===== config.mk =====
export PLATFORM = sky130hd
export DESIGN_NAME = pipelined_approx_adder
export DESIGN_NICKNAME = d
export VERILOG_FILES = /design/src/rtl/pipelined_approx_adder.sv
export SDC_FILE = /design/constraint.sdc
export NUM_CORES = 1
export LEC_CHECK = 0
export CELL_PAD_IN_SITES_DETAIL_PLACEMENT = 0
export CELL_PAD_IN_SITES_GLOBAL_PLACEMENT = 1
export CORE_ASPECT_RATIO = 2
export CORE_MARGIN = 4
export CORE_UTILIZATION = 32
export CTS_BUF_LIST = sky130_fd_sc_hd__clkbuf_4 sky130_fd_sc_hd__clkbuf_8 sky130_fd_sc_hd__clkbuf_16
export DETAILED_ROUTE_END_ITERATION = 7
export GPL_TIMING_DRIVEN = 0
export PLACE_DENSITY = 0.65
export SLEW_MARGIN = 10
export SYNTH_ARGS = -nofsm -noshare
export SYNTH_HDL_FRONTEND = slang
export SYNTH_SLANG_ARGS = --single-unit

===== constraint.sdc =====
create_clock -name clk -period 4.8 [get_ports clk]
set_input_delay 0.96 -clock clk [delete_from_list [all_inputs] [get_ports clk]]
set_output_delay 0.96 -clock clk [all_outputs]
set_load 0.1 [all_outputs]

===== src/rtl/pipelined_approx_adder.sv =====
// Segmented pipelined adder: one SEG_WIDTH slice per stage, optional lower-part-OR approximation.
// Define ERROR_MON_EN to add the exact shadow pipe plus the err / err_count outputs.
module pipelined_approx_adder #(
  parameter int WIDTH       = 16,
  parameter int SEG_WIDTH   = 4,
  parameter int APPROX_BITS = 4,
  parameter int CNT_WIDTH   = 16
) (
  input  logic             clk,
  input  logic             rst_n,
  input  logic             in_valid,
  output logic             in_ready,
  input  logic [WIDTH-1:0] a,
  input  logic [WIDTH-1:0] b,
  input  logic             approx_en,
  output logic             out_valid,
  input  logic             out_ready,
  output logic [WIDTH-1:0] out,
  output logic             carry
`ifdef ERROR_MON_EN
  ,
  output logic                 err,
  output logic [CNT_WIDTH-1:0] err_count
`endif
);

  localparam int STAGES = WIDTH / SEG_WIDTH;

  // One segment of the sum. Bits below APPROX_BITS are OR'd when apx is set; the
  // top approximated bit feeds a&b into the first exact bit, which is what splits a straddling segment.
  function automatic logic [SEG_WIDTH:0] seg_add(
    input logic [SEG_WIDTH-1:0] x,
    input logic [SEG_WIDTH-1:0] y,
    input logic                 cin,
    input logic                 apx,
    input int                   base
  );
    logic                 c;
    logic [SEG_WIDTH-1:0] s;
    c = cin;
    s = '0;
    for (int j = 0; j < SEG_WIDTH; j++) begin
      if (apx && ((base + j) < APPROX_BITS)) begin
        s[j] = x[j] | y[j];
        c    = ((base + j) == (APPROX_BITS - 1)) ? (x[j] & y[j]) : 1'b0;
      end else begin
        s[j] = x[j] ^ y[j] ^ c;
        c    = (x[j] & y[j]) | (c & (x[j] ^ y[j]));
      end
    end
    return {c, s};
  endfunction

  logic [STAGES-1:0] r_vld;
  logic [WIDTH-1:0]  r_a   [STAGES];
  logic [WIDTH-1:0]  r_b   [STAGES];
  logic [STAGES-1:0] r_apx;
  logic [WIDTH-1:0]  r_sum [STAGES];
  logic [STAGES-1:0] r_cy;

  logic [STAGES-1:0] w_adv;
  logic [STAGES-1:0] w_src_v;
  logic [WIDTH-1:0]  w_src_a   [STAGES];
  logic [WIDTH-1:0]  w_src_b   [STAGES];
  logic [STAGES-1:0] w_src_apx;
  logic [WIDTH-1:0]  w_src_sum [STAGES];
  logic [STAGES-1:0] w_src_cy;
  logic [WIDTH-1:0]  w_nxt_sum [STAGES];
  logic [STAGES-1:0] w_nxt_cy;

  // Handshake: a transfer happens on a rising edge where valid & ready are both high.
  // Stage k moves when any stage from k to the end is empty or the output is taken,
  // so in_ready is combinational from out_ready and a full pipe streams with no bubbles.
  always_comb begin
    for (int k = 0; k < STAGES; k++) begin
      logic full;
      full = 1'b1;
      for (int j = k; j < STAGES; j++) full &= r_vld[j];
      w_adv[k] = out_ready | !full;
    end
  end

  assign in_ready  = w_adv[0];
  assign out_valid = r_vld[STAGES-1];
  assign out       = r_sum[STAGES-1];
  assign carry     = r_cy[STAGES-1];

  always_comb begin
    w_src_v[0]   = in_valid;
    w_src_a[0]   = a;
    w_src_b[0]   = b;
    w_src_apx[0] = approx_en;
    w_src_sum[0] = '0;
    w_src_cy[0]  = 1'b0;
    for (int k = 1; k < STAGES; k++) begin
      w_src_v[k]   = r_vld[k-1];
      w_src_a[k]   = r_a[k-1];
      w_src_b[k]   = r_b[k-1];
      w_src_apx[k] = r_apx[k-1];
      w_src_sum[k] = r_sum[k-1];
      w_src_cy[k]  = r_cy[k-1];
    end
    for (int k = 0; k < STAGES; k++) begin
      logic [SEG_WIDTH:0] seg;
      seg = seg_add(w_src_a[k][k*SEG_WIDTH +: SEG_WIDTH], w_src_b[k][k*SEG_WIDTH +: SEG_WIDTH],
                    w_src_cy[k], w_src_apx[k], k * SEG_WIDTH);
      w_nxt_sum[k] = w_src_sum[k];
      w_nxt_sum[k][k*SEG_WIDTH +: SEG_WIDTH] = seg[SEG_WIDTH-1:0];
      w_nxt_cy[k]  = seg[SEG_WIDTH];
    end
  end

  always_ff @(posedge clk or negedge rst_n) begin
    if (!rst_n) begin
      r_vld <= '0;
      r_apx <= '0;
      r_cy  <= '0;
      for (int k = 0; k < STAGES; k++) begin
        r_a[k]   <= '0;
        r_b[k]   <= '0;
        r_sum[k] <= '0;
      end
    end else begin
      for (int k = 0; k < STAGES; k++) begin
        if (w_adv[k]) begin
          r_vld[k] <= w_src_v[k];
          r_a[k]   <= w_src_a[k];
          r_b[k]   <= w_src_b[k];
          r_apx[k] <= w_src_apx[k];
          r_sum[k] <= w_nxt_sum[k];
          r_cy[k]  <= w_nxt_cy[k];
        end
      end
    end
  end

`ifdef ERROR_MON_EN
  logic [WIDTH-1:0]  r_esum [STAGES];
  logic [STAGES-1:0] r_ecy;
  logic [WIDTH-1:0]  w_src_esum [STAGES];
  logic [STAGES-1:0] w_src_ecy;
  logic [WIDTH-1:0]  w_nxt_esum [STAGES];
  logic [STAGES-1:0] w_nxt_ecy;

  // Shadow exact sum rides alongside the main sum using the same operand registers.
  always_comb begin
    w_src_esum[0] = '0;
    w_src_ecy[0]  = 1'b0;
    for (int k = 1; k < STAGES; k++) begin
      w_src_esum[k] = r_esum[k-1];
      w_src_ecy[k]  = r_ecy[k-1];
    end
    for (int k = 0; k < STAGES; k++) begin
      logic [SEG_WIDTH:0] eseg;
      eseg = seg_add(w_src_a[k][k*SEG_WIDTH +: SEG_WIDTH], w_src_b[k][k*SEG_WIDTH +: SEG_WIDTH],
                     w_src_ecy[k], 1'b0, k * SEG_WIDTH);
      w_nxt_esum[k] = w_src_esum[k];
      w_nxt_esum[k][k*SEG_WIDTH +: SEG_WIDTH] = eseg[SEG_WIDTH-1:0];
      w_nxt_ecy[k]  = eseg[SEG_WIDTH];
    end
  end

  always_ff @(posedge clk or negedge rst_n) begin
    if (!rst_n) begin
      r_ecy <= '0;
      for (int k = 0; k < STAGES; k++) r_esum[k] <= '0;
    end else begin
      for (int k = 0; k < STAGES; k++) begin
        if (w_adv[k]) begin
          r_esum[k] <= w_nxt_esum[k];
          r_ecy[k]  <= w_nxt_ecy[k];
        end
      end
    end
  end

  assign err = out_valid && ({carry, out} != {r_ecy[STAGES-1], r_esum[STAGES-1]});

  always_ff @(posedge clk or negedge rst_n) begin
    if (!rst_n) begin
      err_count <= '0;
    end else if (out_valid && out_ready && err && (err_count != {CNT_WIDTH{1'b1}})) begin
      err_count <= err_count + 1'b1;
    end
  end
`endif

endmodule


# --- Yosys cells after proc, flatten, opt, wreduce, memory -nomap -nowiden ---
# Cells that the tools add are included.
op_classes:
  add_sub_neg: 0
  mul: 0
  div: 0
  magnitude_cmp: 0
  eq_ne: 0
  shifts: 0
  mux: 8
  n_bitwise: 91
  n_reduce_logical: 4
op_table:
  columns: ["cell", "n"]
  rows:
  - ["$and 1x1->1", 37]
  - ["$xor 1x1->1", 31]
  - ["$or 1x1->1", 23]
  - ["$mux 1", 8]
  - ["$logic_not 1->1", 4]
word_totals:
  register_bits: 144
  latchBits: 0
  mem_bits_rw: 0
  romBits: 0
  output_inout_bits: 19
  memories: 0

# --- Depth between registers and ports, before layout ---
# Gate-level depths: netlist (run 1).
depth:
  ltp_word: 11
  depth_mapped: 10
  depth_no_buf: 10

# --- Least setup slack after synthesis (run 1) ---
# No wires, ideal clock.
synth_timing:
  path_type: "input-to-reg"
  from: "input port approx_en"
  to: "register r_sum[51] (netlist bit)"
  setup_ns: 0.125
  t_arrival_ns: 2.808
  required_time_ns: 4.675
  setup_slack_ns: 1.867
  path_stages: 9
  path_buffers: 1
  cell_sequence: "clkbuf_1 nand2b_1 fa_1 nor2_1 fa_1 nand2b_1 fa_1 mux2i_1 mux2_4"
synth_via:
  elab_chain_len: 9
synth_lines:
  columns: ["item", "line_no", "text"]
  rows:
  - ["start: declaration", "15", "input logic approx_en,"]
  - ["$mux 1", "43", "if (apx && ((base + j) < APPROX_BITS)) begin"]
  - ["$and 1x1->1", "48", "c = (x[j] & y[j]) | (c & (x[j] ^ y[j]));"]
  - ["$or 1x1->1", "48", null]
  - ["$mux 1", "43", null]
  - ["$and 1x1->1", "48", null]
  - ["$or 1x1->1", "48", null]
  - ["$mux 1", "43", null]
  - ["$xor 1x1->1", "47", "s[j] = x[j] ^ y[j] ^ c;"]
  - ["$mux 1 (*)", "43", null]
  - ["end signal: indexed assignment", "130", "r_sum[k] <= w_nxt_sum[k];"]
  - ["end: declaration", "58", "logic [WIDTH-1:0] r_sum [STAGES];"]
# Every way passes the cells marked *; elsewhere a longest branch is shown, timed or not.
# A chain may end at the register's enable or synchronous reset.

# --- Worst setup path after layout (run 1) ---
layout_timing:
  from: "input port out_ready"
  to: "output port in_ready"
layout_via:
  elab_chain_len: 1
layout_lines:
  columns: ["item", "line_no", "text"]
  rows:
  - ["start: declaration", "17", "input logic out_ready,"]
  - ["$or 1x1->1", "79", "w_adv[k] = out_ready | !full;"]
  - ["end: declaration", "12", "output logic in_ready,"]
# No other way between the ends.

==> results.sh, run 1 <==
export IMPL_slew_headroom=0.343
export IMPL_synth_area_leaders="dfrtp_1 (56%), mux2_4 (9.4%), mux2_2 (7.5%)"
export IMPL_hold_buffers=0
export IMPL_area_delta_synth_final_pct=24.9
export IMPL_die_area_mm2=0.0156
export IMPL_synthFlopType="dfrtp_1"
export IMPL_yosysWarnings=0
export IMPL_firstDrtPassIters=4
export IMPL_port_buffers=54
export IMPL_drt_iter0_drc=94
export IMPL_cts_buffers=9
export IMPL_core_mm2=0.0131
export IMPL_synthArstFlopShare=1.00
export IMPL_cp_arrival_ns=3.33
export IMPL_cp_end_kind="primary output"
export IMPL_drv_slew=0
export IMPL_gp_congestion=0.720
export IMPL_cp_start_kind="primary input"
export IMPL_clkLatencyLatePin_ns=0.33
export IMPL_p_leak_nw=2.59
export IMPL_syn_instance_count=341
export IMPL_cts_tree="done"
export IMPL_clk_path_buf_depth=2
export IMPL_crit_fanout=10
export IMPL_io_pins=56
export IMPL_status="finished clean"
export IMPL_grt_pass1_wl_um=12400
export IMPL_grt_overflow=0
export IMPL_grt_max_degree=53
export IMPL_vias=2405
export IMPL_netlist_cell_type_count=22
export IMPL_tns_ns=0
export IMPL_num_nets_final=465
export IMPL_drcViolationCount=0
export IMPL_synth_edf_count=0
export IMPL_cts_resized=0
export IMPL_synth_area_leader_cell="dfrtp_1"
export IMPL_hp_class="reg2reg"
export IMPL_ctsRootBufferMaster="clkbuf_16"
export IMPL_setup_viol=0
export IMPL_num_rows=59
export IMPL_n_antenna_cell=0
export IMPL_antenna_found_initial=0
export IMPL_fin_skew_ns=0.00486
export IMPL_grt_pass1_vias=2570
export IMPL_die_x_um=90.2
export IMPL_synth_nets=399
export IMPL_yosysMostFrequentCell="dfrtp_1"
export IMPL_hold_viol=0
export IMPL_post_route_cells_drive_above_1_share=0.243
export IMPL_irDropWorstVdd_v=0.000194
export IMPL_drv_cap=0
export IMPL_finalCritPeriodShare=0.893
export IMPL_synthesis_area_mm2=0.00433
export IMPL_clock_fmax_mhz=233
export IMPL_syn_mean_instance_area_um2=12.7
export IMPL_yosysSeqAreaShare=0.555
export IMPL_powerDensity_mw_per_mm2=560
export IMPL_fillers=1257
export IMPL_p_total_mw=3.03
export IMPL_path_clk_slew_ns=0.06
export IMPL_drt_total_wl_um=7360
export IMPL_synth_top_area_share=0.555
export IMPL_initial_utilization=0.329
export IMPL_rsz0062_at_grt="no"
export IMPL_via_per_inst=4.26
export IMPL_dp_hpwl_um=5780
export IMPL_yosys_register_bits=96
export IMPL_antenna_left=0
export IMPL_cts_max_level=3
export IMPL_post_cts_setup_buffers=0
export IMPL_tightestPinTransition_ns=0.982
export IMPL_fp_dieH_um=172
export IMPL_wl_per_cell_um=13.1
export IMPL_multi_input_area_mm2=0.00160
export IMPL_crit_type="in2out"
export IMPL_cts_sinks=96
export IMPL_synth_common_cells="dfrtp_1 (96), nand2_1 (65), inv_1 (31)"
export IMPL_ff_latch_area_mm2=0.00240
export IMPL_worstPathRequired_ns=3.84
export IMPL_finalCriticalPeriod_ns=4.29
export IMPL_grtUsageTotal=0.101
==> worst max-delay path, cell delays in order <==
cell and delay, ns:
clkdlybuf4s50_1 0.52, and4b_1 0.21, buf_4 0.17, nand2_4 0.10, buf_6 0.19, clkdlybuf4s50_1 1.16
==> per-layer routing <==
layer,track usage,share of wire
met5,0,0
met4,0.0520,0.022
met1,0.107,0.39
met3,0.0196,0.030
met2,0.190,0.56
==> flip-flops by register name (all words and copies together) (netlist names) <==
| signal | cells |
|---|---|
| out | 16 |
| r_a | 24 |
| r_b | 24 |
| r_cy | 4 |
| r_sum | 24 |
| r_vld | 4 |
==> per-stage QoR <==
stage / util / setup WS, ns / cells / hold slack (ns) / cell area, µm²
floorplan: - / 1.87 / 341 / 0.433 / 4330
global placement: 0.385 / -0.681 / 547 / 0.449 / 5060
detailed placement: 0.387 / 0.516 / 548 / 0.457 / 5080
CTS: 0.411 / 0.495 / 564 / 0.471 / 5400
global route: 0.411 / 0.467 / 564 / 0.480 / 5400
finish: 0.411 / 0.513 / 564 / 0.467 / 5400
==> area by class of cell <==
cell class / instances / share of cell area
sequential: 96 / 0.445
multi-input combinational: 184 / 0.297
timing repair buffer: 55 / 0.105
clock buffer: 14 / 0.0533
buffer: 30 / 0.0377
tap: 152 / 0.0352
inverter: 31 / 0.0215
clock inverter: 2 / 0.00648
==> worst paths after layout <==
| check | from | to | slack, ns | cells past startpoint |
|---|---|---|---|---|
| setup / recovery | out_ready | in_ready | 0.51 | 6 |
| hold / removal | r_sum[35] | r_sum[35] | 0.47 | 2 |
| setup reg to reg | r_a[28] | out[15] | 2.64 | 8 |
| hold reg to reg | r_sum[35] | r_sum[35] | 0.47 | 2 |
| max in group asynchronous | rst_n | r_sum[35] | 3.51 | 2 |
| min in group asynchronous | rst_n | r_b[46] | 0.62 | 1 |
==> cells in the final DEF (no fill, tap or decap), types with 3 or more instances in the layout <==
cell             count
clkbuf_1             6
dfrtp_1             96
nand2b_1             5
clkdlybuf4s50_1     53
a21oi_1              7
buf_6                3
mux2_2              29
nor2_1               8
nand2_1             65
buf_4               18
clkbuf_16            9
mux2i_1              5
o21ai_0             11
ha_1                 6
inv_1               31
fa_1                15
mux2_4              27
clkbuf_8             4
buf_2                4
==> where the power goes <==
group	internal (mW)	leakage [nW]	switching, mW
Clock	0.466	0.162	0.282
Combinational	0.418	1.32	0.743
Sequential	1.01	1.12	0.106
Total	1.90	2.59	1.13
==> kinds of logic (layout without fill, tap and decap cells) <==
kind of cell,Yosys count,count (layout),share of synthesized area
buffers and inverters,61,132,0.0741
DFF,96,96,0.555
AOI/OAI and AO/OA,18,18,0.0208
muxes,61,61,0.181
adders and majority gates,21,21,0.0868
and+or+nand+nor,84,84,0.0822
Note: power is estimated with default switching activity, not from simulation.
==> run 2, diff against run 1 <==
- CORE_UTILIZATION: 32 -> 48
- PLACE_DENSITY: 0.65 -> 0.89
==> run 2 against run 1 <==
Against the previous run:
- power is 3.0% lower
- non-clock buffer count stayed put
- clock power is 12% lower
- first-iteration DRC count is 3.2% higher
- routed wire length is 5.7% lower
- largest cell class unchanged
==> results.sh, run 2 (synthesis results as in run 1) <==
export IMPL_vias=2466
export IMPL_die_area_mm2=0.0107
export IMPL_clk_path_buf_depth=2
export IMPL_grt_max_degree=57
export IMPL_finalCriticalPeriod_ns=4.27
export IMPL_grt_overflow=0
export IMPL_fin_skew_ns=0.00757
export IMPL_io_pins=56
export IMPL_post_route_cells_drive_above_1_share=0.243
export IMPL_firstDrtPassIters=4
export IMPL_grtUsageTotal=0.150
export IMPL_grt_pass1_vias=2519
export IMPL_num_rows=48
export IMPL_hold_viol=0
export IMPL_area_delta_synth_final_pct=22.2
export IMPL_setup_viol=0
export IMPL_worstPathRequired_ns=3.84
export IMPL_status="finished clean"
export IMPL_cts_buffers=9
export IMPL_clkLatencyLatePin_ns=0.34
export IMPL_post_cts_setup_buffers=0
export IMPL_finalCritPeriodShare=0.891
export IMPL_path_clk_slew_ns=0.07
export IMPL_initial_utilization=0.497
export IMPL_layout_commonest_cell="dfrtp_1"
export IMPL_tns_ns=0
export IMPL_num_nets_final=465
export IMPL_irDropWorstVdd_v=0.000303
export IMPL_rsz0062_at_grt="no"
export IMPL_via_per_inst=4.82
export IMPL_gp_congestion=0.717
export IMPL_ctsRootBufferMaster="clkbuf_16"
export IMPL_wl_per_cell_um=13.6
export IMPL_drt_iter0_drc=97
export IMPL_drv_slew=0
export IMPL_crit_fanout=10
export IMPL_drcViolationCount=0
export IMPL_cp_arrival_ns=3.31
export IMPL_antenna_left=0
export IMPL_cts_max_level=3
export IMPL_slew_headroom=0.342
export IMPL_hold_buffers=0
export IMPL_drv_cap=0
export IMPL_hp_class="reg2reg"
export IMPL_cts_sinks=96
export IMPL_cp_start_kind="primary input"
export IMPL_antenna_found_initial=0
export IMPL_drt_total_wl_um=6940
export IMPL_fin_util=0.607
export IMPL_cts_resized=0
export IMPL_grt_pass1_wl_um=12000
export IMPL_n_antenna_cell=0
export IMPL_crit_type="in2out"
export IMPL_final_cell_mix="dfrtp_1 (96), nand2_1 (65), clkdlybuf4s50_1 (53)"
export IMPL_core_mm2=0.00871
export IMPL_reg_top3="r_a: 24 flops, r_b: 24 flops, r_sum: 24 flops"
export IMPL_die_x_um=75.1
export IMPL_cts_tree="done"
export IMPL_fp_dieH_um=142
export IMPL_fillers=696
export IMPL_cp_end_kind="primary output"
export IMPL_powerDensity_mw_per_mm2=556
export IMPL_p_leak_nw=2.56
export IMPL_tightestPinTransition_ns=0.984
export IMPL_port_buffers=54
export IMPL_dp_hpwl_um=5320
export IMPL_clock_fmax_mhz=234
run 2: worst paths after layout:
path | from | endpoint | slack, ns | depth (start not counted)
max | out_ready | in_ready | 0.53 | 6
min | r_a[46] | r_a[46] | 0.47 | 2
max reg2reg | r_a[28] | out[15] | 2.61 | 8
min reg2reg | r_a[46] | r_a[46] | 0.47 | 2
max in group asynchronous | rst_n | r_sum[48] | 3.48 | 2
min in group asynchronous | rst_n | out[14] | 0.67 | 1
run 2: cell type report:
cell class | count | area [µm²] | area share
Tap cell | 100 | 125 | 0.0237
Multi-Input combinational cell | 184 | 1600 | 0.303
Inverter | 31 | 116 | 0.0220
Buffer | 30 | 204 | 0.0386
Clock inverter | 6 | 43.8 | 0.00829
Sequential cell | 96 | 2400 | 0.455
Clock buffer | 10 | 233 | 0.0440
Timing Repair Buffer | 55 | 558 | 0.106
run 2: metal layers:
layer  GRT usage  part of all wire  vias up
met5           0                 0        -
met4      0.0694             0.022        0
met3      0.0325             0.034        9
met2       0.250              0.54       42
met1       0.180              0.40     1216
li1            -                 -     1199
run 2: worst max-delay path, cell delays in order:
cell	delay [ns]
clkdlybuf4s50_1	0.51
and4b_1	0.21
buf_4	0.18
nand2_4	0.10
buf_6	0.18
clkdlybuf4s50_1	1.16
run 2: through the flow:
step,hold WS [ns],cells,instance area [µm²],setup WS (ns),total power [mW]
2_1_floorplan,0.433,341,4330,1.87,2.03
3_5_place_dp,0.455,496,5010,0.527,2.31
6_report,0.471,512,5290,0.525,2.94
5_1_grt,0.503,512,5290,0.443,3.10
3_3_place_gp,0.448,495,4990,-0.531,2.27
4_1_cts,0.470,512,5290,0.505,2.98
run 2: power by group:
| part | total, mW | switching [mW] | internal, mW |
|---|---|---|---|
| combinational | 1.16 | 0.740 | 0.418 |
| sequential | 1.12 | 0.108 | 1.01 |
| clock | 0.657 | 0.299 | 0.359 |
==> run 3, diff against run 2 <==
- PLACE_DENSITY: 0.89 -> default
- PLACE_DENSITY_LB_ADDON: default -> 0.1
==> run 3 against run 2 <==
Against the previous run:
- non-clock buffer count unchanged
- register-to-register slack improved by 0.04 ns
- critical path type unchanged
- sequential cell count is the same
- highest routed layer unchanged
- first-iteration DRC count grew 32%
- core utilization is 0.73 points higher
- power rose by 4.3%
- combinational power about the same
- count of clock-buffer cells in the layout increased by 2
- final cell count unchanged
- global-route usage decreased by 0.49 points
- sequential power is essentially flat
- cell area rose by 1.2%
==> results.sh, run 3 (synthesis results as in run 1) <==
export IMPL_status="finished clean"
export IMPL_cts_tree="done"
export IMPL_antenna_found_initial=0
export IMPL_num_rows=48
export IMPL_finish_instance_area_mm2=0.00535
export IMPL_area_delta_synth_final_pct=23.7
export IMPL_final_cell_mix="dfrtp_1 (96), nand2_1 (65), clkdlybuf4s50_1 (53)"
export IMPL_crit_type="in2out"
export IMPL_antenna_left=0
export IMPL_drt_iter0_drc=128
export IMPL_post_dp_cell_area_mm2=0.00501
export IMPL_layout_commonest_cell="dfrtp_1"
export IMPL_cp_start_kind="primary input"
export IMPL_n_antenna_cell=0
export IMPL_firstDrtPassIters=4
export IMPL_dp_hpwl_um=5240
export IMPL_clk_path_buf_depth=2
export IMPL_hold_slack_ns=0.460
export IMPL_hold_viol=0
export IMPL_hold_buffers=0
export IMPL_met3_length_um=247
export IMPL_slew_headroom=0.354
export IMPL_tightestPinTransition_ns=0.966
export IMPL_io_pins=56
export IMPL_cp_end_kind="primary output"
export IMPL_grt_max_degree=56
export IMPL_port_buffers=54
export IMPL_clkLatencyLatePin_ns=0.33
export IMPL_preCtsSetupSlack_ns=0.522
export IMPL_drv_cap=0
export IMPL_wl_per_cell_um=13.5
export IMPL_p_leak_nw=2.60
export IMPL_cts_resized=0
export IMPL_hp_class="reg2reg"
export IMPL_grt_pass1_vias=2549
export IMPL_worst_slack_ns=0.521
export IMPL_grt_overflow=0
export IMPL_finalCritPeriodShare=0.891
export IMPL_cts_sinks=96
export IMPL_path_clk_slew_ns=0.06
export IMPL_core_mm2=0.00871
export IMPL_post_cts_setup_buffers=0
export IMPL_via_per_inst=4.78
export IMPL_r2r_cells=8
export IMPL_grt_pass1_wl_um=11800
export IMPL_vias=2449
export IMPL_cp_arrival_ns=3.32
export IMPL_die_area_mm2=0.0107
export IMPL_dr_wl_met2_um=3620
export IMPL_ctsRootBufferMaster="clkbuf_16"
export IMPL_powerDensity_mw_per_mm2=572
export IMPL_grtUsageTotal=0.145
export IMPL_crit_end="in_ready"
export IMPL_num_nets_final=465
export IMPL_crit_fanout=10
export IMPL_cts_buffers=9
export IMPL_r2r_end="r_sum[39]"
export IMPL_top_layer_used="met4"
export IMPL_crit_start="out_ready"
export IMPL_cts_max_level=3
export IMPL_irDropWorstVdd_v=0.000218
export IMPL_drv_slew=0
export IMPL_initial_utilization=0.497
export IMPL_finalCriticalPeriod_ns=4.28
export IMPL_reg_top3="r_a: 24 flops, r_b: 24 flops, r_sum: 24 flops"
export IMPL_setup_viol=0
export IMPL_worstPathRequired_ns=3.84
export IMPL_gp_congestion=0.734
export IMPL_fp_dieH_um=142
export IMPL_fin_skew_ns=0.00732
export IMPL_rr_startpoint="r_a[52]"
export IMPL_die_x_um=75.1
export IMPL_met1Wirelength_um=2910
export IMPL_reg2reg_slack_ns=2.65
export IMPL_clock_fmax_mhz=234
export IMPL_drt_total_wl_um=6910
export IMPL_rsz0062_at_grt="no"
export IMPL_drcViolationCount=0
export IMPL_post_route_cells_drive_above_1_share=0.243
==> run 3: cell types whose count changed in the layout (fill, tap and decap cells not counted) <==
cell        change
clkinv_4        -2
bufinv_16       +2
clkbuf_4        -1
clkinvlp_4      -1
clkbuf_8        +3
clkinv_2        -1
==> run 3: worst max-delay path, cell delays in order <==
cell and delay (ns):
clkdlybuf4s50_1 0.53, and4b_1 0.22, buf_4 0.18, nand2_4 0.11
buf_6 0.18, clkdlybuf4s50_1 1.15
==> run 3: area by class of cell <==
cell class | count | area, µm²
fill | 715 | 3360
sequential | 96 | 2400
multi-input combinational | 184 | 1600
timing repair buffer | 55 | 558
clock buffer | 12 | 267
buffer | 30 | 204
tap | 100 | 125
inverter | 31 | 116
clock inverter | 4 | 73.8
==> run 3: worst min path at each step <==
stage	from	end	depth (start not counted)
2_1_floorplan	r_a[45]	r_a[45]	2
4_1_cts	r_sum[34]	r_sum[34]	2
3_5_place_dp	r_sum[34]	r_sum[34]	2
5_1_grt	r_sum[38]	r_sum[38]	2
6_report	r_sum[34]	r_sum[34]	2
3_3_place_gp	r_a[46]	r_a[46]	2
==> run 3: report_power, final <==
group / leakage, nW / internal, mW / switching (mW)
logic: 1.31 / 0.417 / 0.734
clock network: 0.169 / 0.500 / 0.289
registers: 1.12 / 1.01 / 0.108
total: 2.60 / 1.93 / 1.13
==> run 3: per-stage QoR <==
stage	total power, mW	util	TNS [ns]	cells
2_1_floorplan	2.03	-	0	341
3_3_place_gp	2.27	0.573	-58.32	495
3_5_place_dp	2.30	0.575	0	496
4_1_cts	3.10	0.614	0	512
5_1_grt	3.23	0.614	0	512
6_report	3.06	0.614	0	512
==> run 3: layer usage <==
layer  GRT usage  up-vias
li1            -     1202
met1       0.187     1191
met2       0.232       47
met3      0.0276        9
met4      0.0675        0
met5           0        -
